### src/rtl/sipo_frame_ctrl.sv
// sipo_frame_ctrl: serial-in/parallel-out frame assembler.
// Shifts in d on each d_valid strobe and, after WIDTH accepted bits, presents
// the assembled word on d0 behind a word_valid/word_ready handshake. Bits that
// arrive while a finished word is still waiting are dropped and flagged by the
// sticky overrun flag.
module sipo_frame_ctrl #(
    parameter int unsigned WIDTH     = 4,
    parameter int unsigned MSB_FIRST = 1
) (
    input  logic                       clk,
    input  logic                       rst,
    input  logic                       start,
    input  logic                       d,
    input  logic                       d_valid,
    output logic [WIDTH-1:0]           d0,
    output logic                       word_valid,
    input  logic                       word_ready,
    output logic                       busy,
    output logic [$clog2(WIDTH)-1:0]   bit_cnt,
    output logic                       overrun
);

    localparam int unsigned CNT_W = $clog2(WIDTH);
    localparam logic [CNT_W-1:0] LAST_BIT = CNT_W'(WIDTH - 1);

    typedef enum logic [1:0] {
        S_IDLE  = 2'd0,
        S_SHIFT = 2'd1,
        S_HOLD  = 2'd2
    } state_t;

    state_t                 r_state;
    logic [WIDTH-1:0]       r_sr;
    logic [WIDTH-1:0]       r_d0;
    logic                   r_word_valid;
    logic                   r_busy;
    logic [CNT_W-1:0]       r_bit_cnt;
    logic                   r_overrun;

    logic [WIDTH-1:0]       w_sr_next;
    logic                   w_last_bit;
    logic                   w_handshake;

    // Shift register contents after accepting the current d, in the configured bit order.
    always_comb begin
        w_sr_next = r_sr;
        if (MSB_FIRST != 0) begin
            w_sr_next = {r_sr[WIDTH-2:0], d};
        end else begin
            w_sr_next = {d, r_sr[WIDTH-1:1]};
        end
    end

    assign w_last_bit  = (r_bit_cnt == LAST_BIT);
    assign w_handshake = r_word_valid & word_ready;

    // Frame sequencer: state, shift register, counters and all registered outputs.
    always_ff @(posedge clk or posedge rst) begin
        if (rst) begin
            r_state      <= S_IDLE;
            r_sr         <= '0;
            r_d0         <= '0;
            r_word_valid <= 1'b0;
            r_busy       <= 1'b0;
            r_bit_cnt    <= '0;
            r_overrun    <= 1'b0;
        end else begin
            case (r_state)
                // Serial input is ignored until a new frame is armed.
                S_IDLE: begin
                    if (start) begin
                        r_state   <= S_SHIFT;
                        r_busy    <= 1'b1;
                        r_bit_cnt <= '0;
                        r_overrun <= 1'b0;
                        r_sr      <= '0;
                    end
                end

                // Accept one bit per strobe; the last bit publishes the word.
                S_SHIFT: begin
                    if (d_valid) begin
                        r_sr <= w_sr_next;
                        if (w_last_bit) begin
                            r_d0         <= w_sr_next;
                            r_word_valid <= 1'b1;
                            r_bit_cnt    <= '0;
                            r_state      <= S_HOLD;
                        end else begin
                            r_bit_cnt <= r_bit_cnt + CNT_W'(1);
                        end
                    end
                end

                // Word waits for the consumer; incoming bits are dropped and flagged.
                S_HOLD: begin
                    if (d_valid) begin
                        r_overrun <= 1'b1;
                    end
                    if (w_handshake) begin
                        r_word_valid <= 1'b0;
                        if (start) begin
                            // Zero-bubble restart; a fresh start clears the overrun flag.
                            r_state   <= S_SHIFT;
                            r_busy    <= 1'b1;
                            r_bit_cnt <= '0;
                            r_overrun <= 1'b0;
                            r_sr      <= '0;
                        end else begin
                            r_state <= S_IDLE;
                            r_busy  <= 1'b0;
                        end
                    end
                end

                default: begin
                    r_state      <= S_IDLE;
                    r_busy       <= 1'b0;
                    r_word_valid <= 1'b0;
                    r_bit_cnt    <= '0;
                end
            endcase
        end
    end

    assign d0         = r_d0;
    assign word_valid = r_word_valid;
    assign busy       = r_busy;
    assign bit_cnt    = r_bit_cnt;
    assign overrun    = r_overrun;

endmodule

### config.mk
export PLATFORM = sky130hd
export DESIGN_NAME = sipo_frame_ctrl
export DESIGN_NICKNAME = d
export VERILOG_FILES = /design/src/rtl/sipo_frame_ctrl.sv
export SDC_FILE = /design/constraint.sdc
export NUM_CORES = 1
export LEC_CHECK = 0
export ABC_CLOCK_PERIOD_IN_PS = 1270
export CAP_MARGIN = 20
export CORE_UTILIZATION = 43
export CTS_CLUSTER_SIZE = 12
export DETAILED_ROUTE_END_ITERATION = 8
export PLACE_DENSITY = 0.83
export SKIP_CTS_REPAIR_TIMING = 1
export SYNTH_ARGS = -nofsm -noshare
export SYNTH_HDL_FRONTEND = slang
export SYNTH_SLANG_ARGS = --single-unit
export TNS_END_PERCENT = 30
### constraint.sdc
create_clock -name clk -period 1.27 [get_ports clk]
set_input_delay 0.381 -clock clk [delete_from_list [all_inputs] [get_ports clk]]
set_output_delay 0.381 -clock clk [all_outputs]
set_load 0.005 [all_outputs]
# == After elaboration in Yosys (flattened, before gate mapping) ==
# Index checks and enable logic that the tools add are counted.
# Widths: inputs -> output; s select.
# word_totals
register_bits,15
elab_cells,56
in_bits,6
output_inout_bits,9
# classes
eq_ne,7
n_reduce_logical,10
n_addsub,1
bitwise_logic,3
muxes,28
# op_table
op,n
$mux 2,8
$mux 4,3
$pmux 2 s3,2
$pmux 4 s3,1
$mux 1,11
$reduce_and 3->1,3
$ne 2x2->1 const B,4
$reduce_and 4->1,2
$pmux 1 s3,2
$eq 2x2->1 const B,2
$reduce_and 2->1,2
$reduce_bool 3->1,1
$add 2x1->2 const B,1
$eq 2x1->1 const B,1
$logic_not 2->1,1
$not 1->1,2
$pmux 1 s2,1
$reduce_bool 2->1,1
$and 1x1->1,1

# == Logic depth before layout (Yosys ltp) ==
# Gate-level depths: netlist of the first run.
# logic_depth
ltp_word,4
mapped_depth,4
mapped_depth_nobuf,4

# == Worst setup path after synthesis of the first run ==
# Ideal clock, no wire load.
# synth_timing
path_kind,reg2reg
startpoint,register r_bit_cnt[0] (netlist: bit_cnt[0])
endpoint,register r_bit_cnt[1] (netlist: bit_cnt[1])
path_stages_with_launch,4
synth_period_minus_slack_ns,1.226
t_required_ns,1.149
setup_time_ns,0.121
setup_slack_ns,0.044
t_arrival_ns,1.106
path_buffers,0
path_cell_list,dfrtp_1 ha_1 mux2_2 a22o_1
# synth_between
elab_chain_cells,4
elab_cells_between_ends,5
classes_between,add/sub (1); eq/ne (1); mux (3)
# synth_lines
element,line_no,rtl
"start, declared",37,logic [CNT_W-1:0] r_bit_cnt;
"start signal, assigned",90,r_bit_cnt <= r_bit_cnt + CNT_W'(1);
$add 2x1->2 / $eq 2x2->1 (equally long branches),"90, 54",
$mux 2 *,84,if (w_last_bit) begin
$mux 2 *,82,if (d_valid) begin
$pmux 2 s3 *,68,case (r_state)
# Mark *: on every way between the ends. The rest lies on a longest branch, timed or not. The select of a mux whose other input is x is not followed.
# A chain may end at the register's enable or synchronous reset.

# == Final worst setup path of the first run ==
# layout_timing
startpoint,register r_bit_cnt[1] (netlist: bit_cnt[1])
endpoint,register r_bit_cnt[1] (netlist: bit_cnt[1])
# layout_between
elab_chain_cells,4
elab_cells_between_ends,7
classes_between,add/sub (1); eq/ne (1); mux (5)
# layout_lines
element,line_no
$add 2x1->2 / $eq 2x2->1 (equally long branches),"90, 54"
$mux 2,84
$mux 2,82
$pmux 2 s3 *,68
# Marked as above.

==> impl_metrics.py, run 1 <==
metrics = {
    "global_route": {
        "globalRouteTotalUtil_pct": 17.9,
        "number_of_global_route_vias_before_repair": 509,
        "antenna_found_initial": 0,
        "pin_count_of_the_biggest_net_entering_global_routing": 15,
        "grt_first_pass_wirelength_um": 2300,
        "grt-ovfl-total": 0,
    },
    "sta": {
        "layout_setup_ws_ns": -0.0890,
        "timing.setup.tns_ns": -0.271,
        "timing_max_transition_violations_final": 0,
        "maxSlewHeadroom_pct": 78.4,
        "final.setup_skew_ns": 0.00261,
        "rsz0062_at_grt": "yes",
        "final-setup-viol-count": 7,
        "least_margin_pin_slew_ns": 0.324,
        "period_minus_slack_ns": 1.36,
        "max_freq_ghz": 0.736,
        "timing_hold_violations_final": 0,
        "final_min_period_over_clock_period_pct": 107,
    },
    "synth": {
        "synth.top_cells.by_area": "dfrtp_1 50%, mux2_4 8.6%, mux2_2 4.8%, a32o_1 4.3%, a21oi_2 2.5%",
        "synth_area_per_cell_um2": 12.7,
        "synth_xor_xnor_area_share_pct": 0,
        "yosysTopAreaCell": "dfrtp_1",
        "post_synth_mux_area_share_pct": 14.9,
        "synth_top_area_share_pct": 50.3,
        "post_synth_fa_ha_maj_area_fraction_pct": 1.80,
        "synth_edf_count": 0,
        "ys_warn_count": 0,
        "syn_inst": 55,
        "synth_top_flop_cell": "dfrtp_1",
        "simple_gate_area_share_of_the_yosys_netlist_pct": 10.6,
        "ys_top_cells_by_count": "14 x dfrtp_1, 4 x mux2_4",
        "synth_top_family_by_area": "compound AO/OA/AOI/OAI gates",
        "area_of_the_mapped_netlist_um2": 697,
        "mappedNetlistNets": 62,
        "synth_compound_area_share_pct": 18.1,
        "async_flop_share_pct": 100,
        "yosys.cell_count.top_type": "dfrtp_1",
        "post_synth_num_cell_types": 25,
        "ys_seq_elements": 14,
        "synth-seq-area-share_pct": 50.3,
    },
    "critical_path": {
        "crit_required_ns": 1.44,
        "crit_path_max_fanout": 2,
        "critical_path_endpoint_category": "flop",
        "critPathArrivalTime_ns": 1.53,
        "worst_setup_sp_type": "flop",
        "criticalPathCategory": "flop to flop",
    },
    "clock_tree": {
        "tritoncts_clock_tree": "done",
        "cts-htree-levels": 1,
        "tritoncts.num_buffers": 3,
        "clkLatencyLatePin_ns": 0.28,
        "reg_clk_slew_reported_paths_ns": 0.08,
        "cts_max_path_buffers": 2,
        "cts.sink_count": 14,
        "cts-root-buf": "clkbuf_4",
    },
    "die": {
        "chipHeight_um": 42.3,
        "core_area_um2": 1510,
        "die-area_um2": 1790,
        "fp-row-count": 14,
        "fp.dieW_um": 42.3,
        "pin_count": 15,
        "starting_density_pct": 46.3,
    },
    "routing": {
        "route.detailed.drc": 0,
        "route.antenna.remaining_nets": 0,
        "via_per_instance_ratio": 5.38,
        "detail_route.iter0.violations": 6,
        "num_vias": 560,
        "drt_wl_total_um": 1450,
        "mean_routed_wirelength_per_cell_um": 13.9,
        "first_pass_iters": 3,
    },
    "flow_run": {
        "max_cap_viols": 0,
    },
    "status": {
        "run_status": "finished, violations left",
        "failing_checks": "negative setup slack",
    },
    "finish": {
        "layout.cell_area.non_filler_um2": 1050,
        "drive_above_1_share_pct": 38.6,
        "nNetsFinal": 97,
        "insertedDiodeCount": 0,
        "final_cell_count_no_fill": 104,
        "layout.filler_cells": 115,
        "layout-area-overhead-vs-synth_pct": 50.3,
        "postLayoutCoreUtil_pct": 69.5,
    },
    "min_path": {
        "hp-class": "primary input to asynchronous set/reset pin",
    },
    "placed_design": {
        "placed_area_um2": 913,
        "dpl.hpwl_um": 958,
        "dp.cells": 93,
        "port_buffers": 14,
        "place.gp.congestion": 0.872,
    },
    "power": {
        "pwr_density_cell_nw_per_um2": 1930,
        "p_leak_uw": 0.000592,
        "irDropWorstVdd_uv": 1110,
    },
}
## area by class of cell
class,count,area [µm²],share of cell area (%)
Timing Repair Buffer,32,308,29.4
Inverter,3,11.3,1.08
Clock buffer,3,22.5,2.15
Tap cell,16,20.0,1.91
Sequential cell,14,350,33.5
Multi-Input combinational cell,36,335,32.0
## layout by cell type (no fill, tap or decap), drive strengths merged
cell type and instances:
dfrtp 14, nor3 1, ha 1, o21ai 3, clkbuf 3, o22ai 1, a31oi 1, nor2b 2
nand2 2, o2bb2ai 1, dlymetal6s2s 10, and4b 1, clkdlybuf4s50 4, inv 3, nand3 1, mux2i 1
a21bo 1, buf 18, nor2 2, a21oi 5, a22o 2, mux2 7, nand2b 1, a32o 3
## worst paths after layout
check,from,to,slack (ns),depth (start not counted)
max,bit_cnt[1],bit_cnt[1],-0.09,5
min,rst,d0[3],0.39,3
max reg2reg,bit_cnt[1],bit_cnt[1],-0.09,5
min reg2reg,r_sr[2],r_sr[2],0.50,1
max in group asynchronous,rst,r_sr[1],0.72,3
min in group clk,r_sr[2],r_sr[2],0.50,1
## kinds of logic (layout without fill, tap and decap cells)
group,after synthesis,count (layout)
AO/OA/AOI/OAI,17,17
flip-flops,14,14
AND/OR/NAND/NOR,10,10
multiplexers,8,8
buffers and inverters,5,38
adder cells (fa/ha/maj),1,1
## report_power, final
part           internal [µW]  switching (µW)
Clock                    110             139
Sequential               615             119
Combinational            660             378
## sequential cells by signal, indices dropped and copies added, names as in the netlist
| name | count |
|---|---|
| r_state | 2 |
| word_valid | 1 |
| r_sr | 3 |
| busy | 1 |
| overrun | 1 |
| d0 | 4 |
| bit_cnt | 2 |
## per-stage QoR
step                power (µW)  hold slack [ns]  worst slack [ns]
global route              2180            0.400            -0.139
finish                    2020            0.386           -0.0890
global placement          1590            0.481            -0.386
floorplan                 1230            0.270            0.0435
CTS                       1880            0.387            -0.349
detailed placement        1620            0.486            -0.435
## critical path: stages (launching register included)
cell and delay, ns:
dfrtp_1 0.40, buf_6 0.12, buf_6 0.11, ha_4 0.19, mux2_2 0.26, a22o_1 0.18
## routing by layer
layer | wire length, µm | up-vias | GRT usage (%) | part of all wire (%)
met4 | 34 | 0 | 13.1 | 2.3
met3 | 59 | 4 | 3.88 | 4.1
met1 | 682 | 272 | 23.5 | 47
li1 | - | 271 | - | -
met2 | 674 | 13 | 25.5 | 46
met5 | 0 | - | 0 | 0
Note: power is estimated with default switching activity, not from simulation.
==> run 2, diff against run 1 <==
Settings changed: HOLD_SLACK_MARGIN set to 0.08.
==> results of run 2 <==
Same layout as run 1: the final DEF is identical, and so are final timing and power.
==> patch 1, RTL diff (flow settings as in run 2) <==
Set the parameter `WIDTH` to 16 (it was 4).
--- a/src/rtl/sipo_frame_ctrl.sv
+++ b/src/rtl/sipo_frame_ctrl.sv
@@ -4,7 +4,7 @@
 // arrive while a finished word is still waiting are dropped and flagged by the
 // sticky overrun flag.
 module sipo_frame_ctrl #(
-    parameter int unsigned WIDTH     = 4,
+    parameter int unsigned WIDTH     = 16,
     parameter int unsigned MSB_FIRST = 1
 ) (
     input  logic                       clk,
Interface: changed (resized bit_cnt and d0); port bits go from 15 to 29. The function was not compared with the original's and may differ.
==> patch 1 against run 2 <==
  * The flow still finishes with violations (negative setup slack)
  * First-iteration DRC count grew to 6.3 times the old value
  * Total power up 110%
  * Sequential cell count rose by 26
  * Synthesized area grew to 2.5 times the old value
  * Critical path depth increased by 3
  * Global-route usage is 0.44 points lower
  * Worst setup slack worse by 0.12 ns
  * Sequential power grew to 2.6 times the old value
  * Core utilization down 2.5 points
  * Final area grew 140%
  * Wire length grew to 2.7 times the old value
  * Critical endpoint is now word_valid$_DFFE_PP0P_
  * Highest routed layer unchanged
==> patch 1: results (changes against run 2) <==
metric,value,unit,change
GPL Wtd Cong,0.795,,-8.8%
Power Combinational,1.40,mW,+35%
Avg Synthesized Cell Area,14.3,µm²,+13%
Final setup viols,38,,+31
placed wire-length estimate after detailed placement,2.31,mm,+140%
reg2reg path depth,8,,+3
leakage,1.51,nW,+150%
per-cell via count in the routed design,5.30,,-1.6%
detailed router's first-iteration violation count,38,,+32
Setup Total Neg Slack,-4.62,ns,-4.35 ns
Critical Path Start,bit_cnt[0]$_DFFE_PP0P_,,
max FFs per register,16,,+12
via count of the first global-routing pass,1141,,+120%
outcome,"complete, but fails checks",,
Hold Worst Slack,0.428,ns,+0.0422 ns
arrival time worst endpoint,1.66,ns,+0.13 ns
synth cell count leaders,"sky130_fd_sc_hd__dfrtp_1, sky130_fd_sc_hd__a22o_1, sky130_fd_sc_hd__mux2_4",,
maximum number of pins on one net before global-route repair,41,,+26
Num CTS Buffers,5,,+2
global-route wire length before repair,5.49,mm,+140%
mux share of post-synthesis cell area,0.128,,-0.0209
fraction of the mapped netlist area in adder cells,0.00716,,-0.0108
length of the first detailed-routing pass in iterations,4,,+1
violations in the final reports,negative setup slack,,
"Worst Setup Slack, final",-0.209,ns,-0.120 ns
maximum vdd drop,0.00118,V,+6.5%
slowest library cell on the worst path,sky130_fd_sc_hd__dfrtp_2,,
==> patch 1: cell count changes in the layout (fill, tap and decap cells not counted), sizes merged, moves of 3 or more <==
cell	delta
nand2	+4
a32o	-3
buf	+15
dlymetal6s2s	+10
dfrtp	+26
a22o	+14
mux2	+9
clkbuf	+8
==> patch 1: metal layers <==
metal | share of wire | vias up | wire length, µm | GRT usage
met5 | 0 | - | 0 | 0
met4 | 0.018 | 0 | 70 | 0.0734
met3 | 0.028 | 7 | 109 | 0.0590
met2 | 0.52 | 25 | 2020 | 0.265
met1 | 0.43 | 633 | 1650 | 0.225
li1 | - | 569 | - | -
==> patch 1: layout make-up <==
| cell class | count | area (µm²) |
|---|---|---|
| tap | 48 | 60.1 |
| clock inverter | 2 | 15.0 |
| timing repair buffer | 61 | 631 |
| sequential | 40 | 1010 |
| clock buffer | 6 | 82.6 |
| multi-input combinational | 73 | 723 |
| fill | 248 | 1240 |
| inverter | 3 | 11.3 |
==> patch 1: how the worst max path moves through the flow <==
| stage | end | slack, ns | depth (start not counted) |
|---|---|---|---|
| 4_1_cts | bit_cnt[2] | -0.44 | 1 |
| 6_report | word_valid$_DFFE_PP0P_ | -0.21 | 8 |
| 3_5_place_dp | d0[4]$_DFFE_PP0P_ | -0.58 | 5 |
| 5_1_grt | word_valid$_DFFE_PP0P_ | -0.22 | 8 |
| 3_3_place_gp | d0[15]$_DFFE_PP0P_ | -0.56 | 5 |
| 2_1_floorplan | d0[0]$_DFFE_PP0P_ | -0.21 | 5 |
==> patch 1: metrics by stage <==
step	setup slack [ns]	utilization	area [µm²]
after floorplan	-0.208	-	1770
after global placement	-0.556	0.596	2250
after detailed placement	-0.580	0.596	2250
after CTS	-0.442	0.622	2350
after global routing	-0.220	0.671	2530
final	-0.209	0.671	2530
==> patch 2, RTL diff (settings of run 2) <==
Made on the original files. Encoding of `state_t`: now one-hot (3 bits for 3 states).
--- a/src/rtl/sipo_frame_ctrl.sv
+++ b/src/rtl/sipo_frame_ctrl.sv
@@ -23,10 +23,10 @@
     localparam int unsigned CNT_W = $clog2(WIDTH);
     localparam logic [CNT_W-1:0] LAST_BIT = CNT_W'(WIDTH - 1);
 
-    typedef enum logic [1:0] {
-        S_IDLE  = 2'd0,
-        S_SHIFT = 2'd1,
-        S_HOLD  = 2'd2
+    typedef enum logic [2:0] {
+        S_IDLE  = 3'b001,
+        S_SHIFT = 3'b010,
+        S_HOLD  = 3'b100
     } state_t;
 
     state_t                 r_state;
Behaviour: same outputs for any inputs over 10 cycles, from zero or initial values and one cycle with rst high; not proved beyond that.
==> patch 2 against run 2 <==
  * Global-route usage increased by 4.0 points
  * Wire length is 27% higher
  * Maximum frequency is 4.8% lower
  * Via count increased by 29%
  * Synthesized cell count up 35%
  * The run still ends with negative setup slack left
  * Sequential power decreased by 12%
  * Total power decreased by 20%
  * Critical path type unchanged
  * Final area increased by 11%
  * Core utilization increased by 4.5 points
  * Worst setup slack got worse by 0.069 ns
  * Largest power group unchanged
  * Clock skew decreased by 0.0013 ns
  * Sequential cell count rose by 1
  * Synthesized area up 9.9%
  * Hold slack improved by 0.0084 ns
==> patch 2: results (changes against run 2) <==
metric,value,unit,change
CP Max Fanout,6,,+4
"Worst Setup Slack, final",-0.158,ns,-0.0685 ns
Hold Worst Slack,0.394,ns,+0.00844 ns
net switching component of the power,0.514,mW,-19%
violations in the final reports,negative setup slack,,
per-cell via count in the routed design,5.63,,+4.6%
maximum number of pins on one net before global-route repair,16,,+1
leading post-synthesis cells by cell area,"sky130_fd_sc_hd__dfrtp_1, sky130_fd_sc_hd__mux2_1, sky130_fd_sc_hd__a21oi_1",,
mux share of post-synthesis cell area,0.0850,,-0.0640
Setup crit end,bit_cnt[0]$_DFFE_PP0P_,,
via count of the first global-routing pass,701,,+38%
worst setup timing slack at the placement stage,-0.423,ns,+0.0122 ns
Critical Path Start,r_state[0]$_DFFE_PP1P_,,
complex-gate fraction of the synthesized area,0.193,,+0.0115
Avg Synthesized Cell Area,10.3,µm²,-18%
GPL Wtd Cong,0.850,,-2.5%
clock network fraction of total power,0.171,,+0.048
leakage,0.691,nW,+17%
slowest library cell on the worst path,sky130_fd_sc_hd__dfstp_2,,
outcome,"complete, but fails checks",,
Post-Syn Nets,81,,+31%
worst max-slew margin expressed relative to the limit,0.802,,+0.0182
vias after detailed routing,721,,+29%
share of post-route cells with drive strength above 1,0.357,,-0.0292
worst-case clock skew,0.00130,ns,-0.00132 ns
number of nets in the layout,120,,+24%
Final setup viols,13,,+6
[patch 2: cell count changes after synthesis, sizes merged, moves of 2 or more]
cell    change
a21oi       +2
a22o        +2
a32o        -3
and3        +2
mux2        -3
nand2       +3
nand2b      +2
nor2        +2
nor3b       +2
o21ai       +3
o32a        +2
[patch 2: final cells by class]
type                            instances  area [µm²]  share of cell area
Sequential cell                        15         378               0.324
Inverter                                4        15.0              0.0129
Multi-Input combinational cell         52         398               0.341
Tap cell                               16        20.0              0.0171
Timing Repair Buffer                   37         330               0.283
Clock buffer                            4        26.3              0.0225
[patch 2: routing by layer]
| metal | routed length (µm) | track usage | share of wire | up-vias |
|---|---|---|---|---|
| met5 | 0 | 0 | 0 | - |
| met4 | 13 | 0.0727 | 0.0071 | 0 |
| met3 | 94 | 0.0367 | 0.051 | 2 |
| met2 | 924 | 0.374 | 0.50 | 30 |
| met1 | 804 | 0.281 | 0.44 | 346 |
| li1 | - | - | - | 343 |
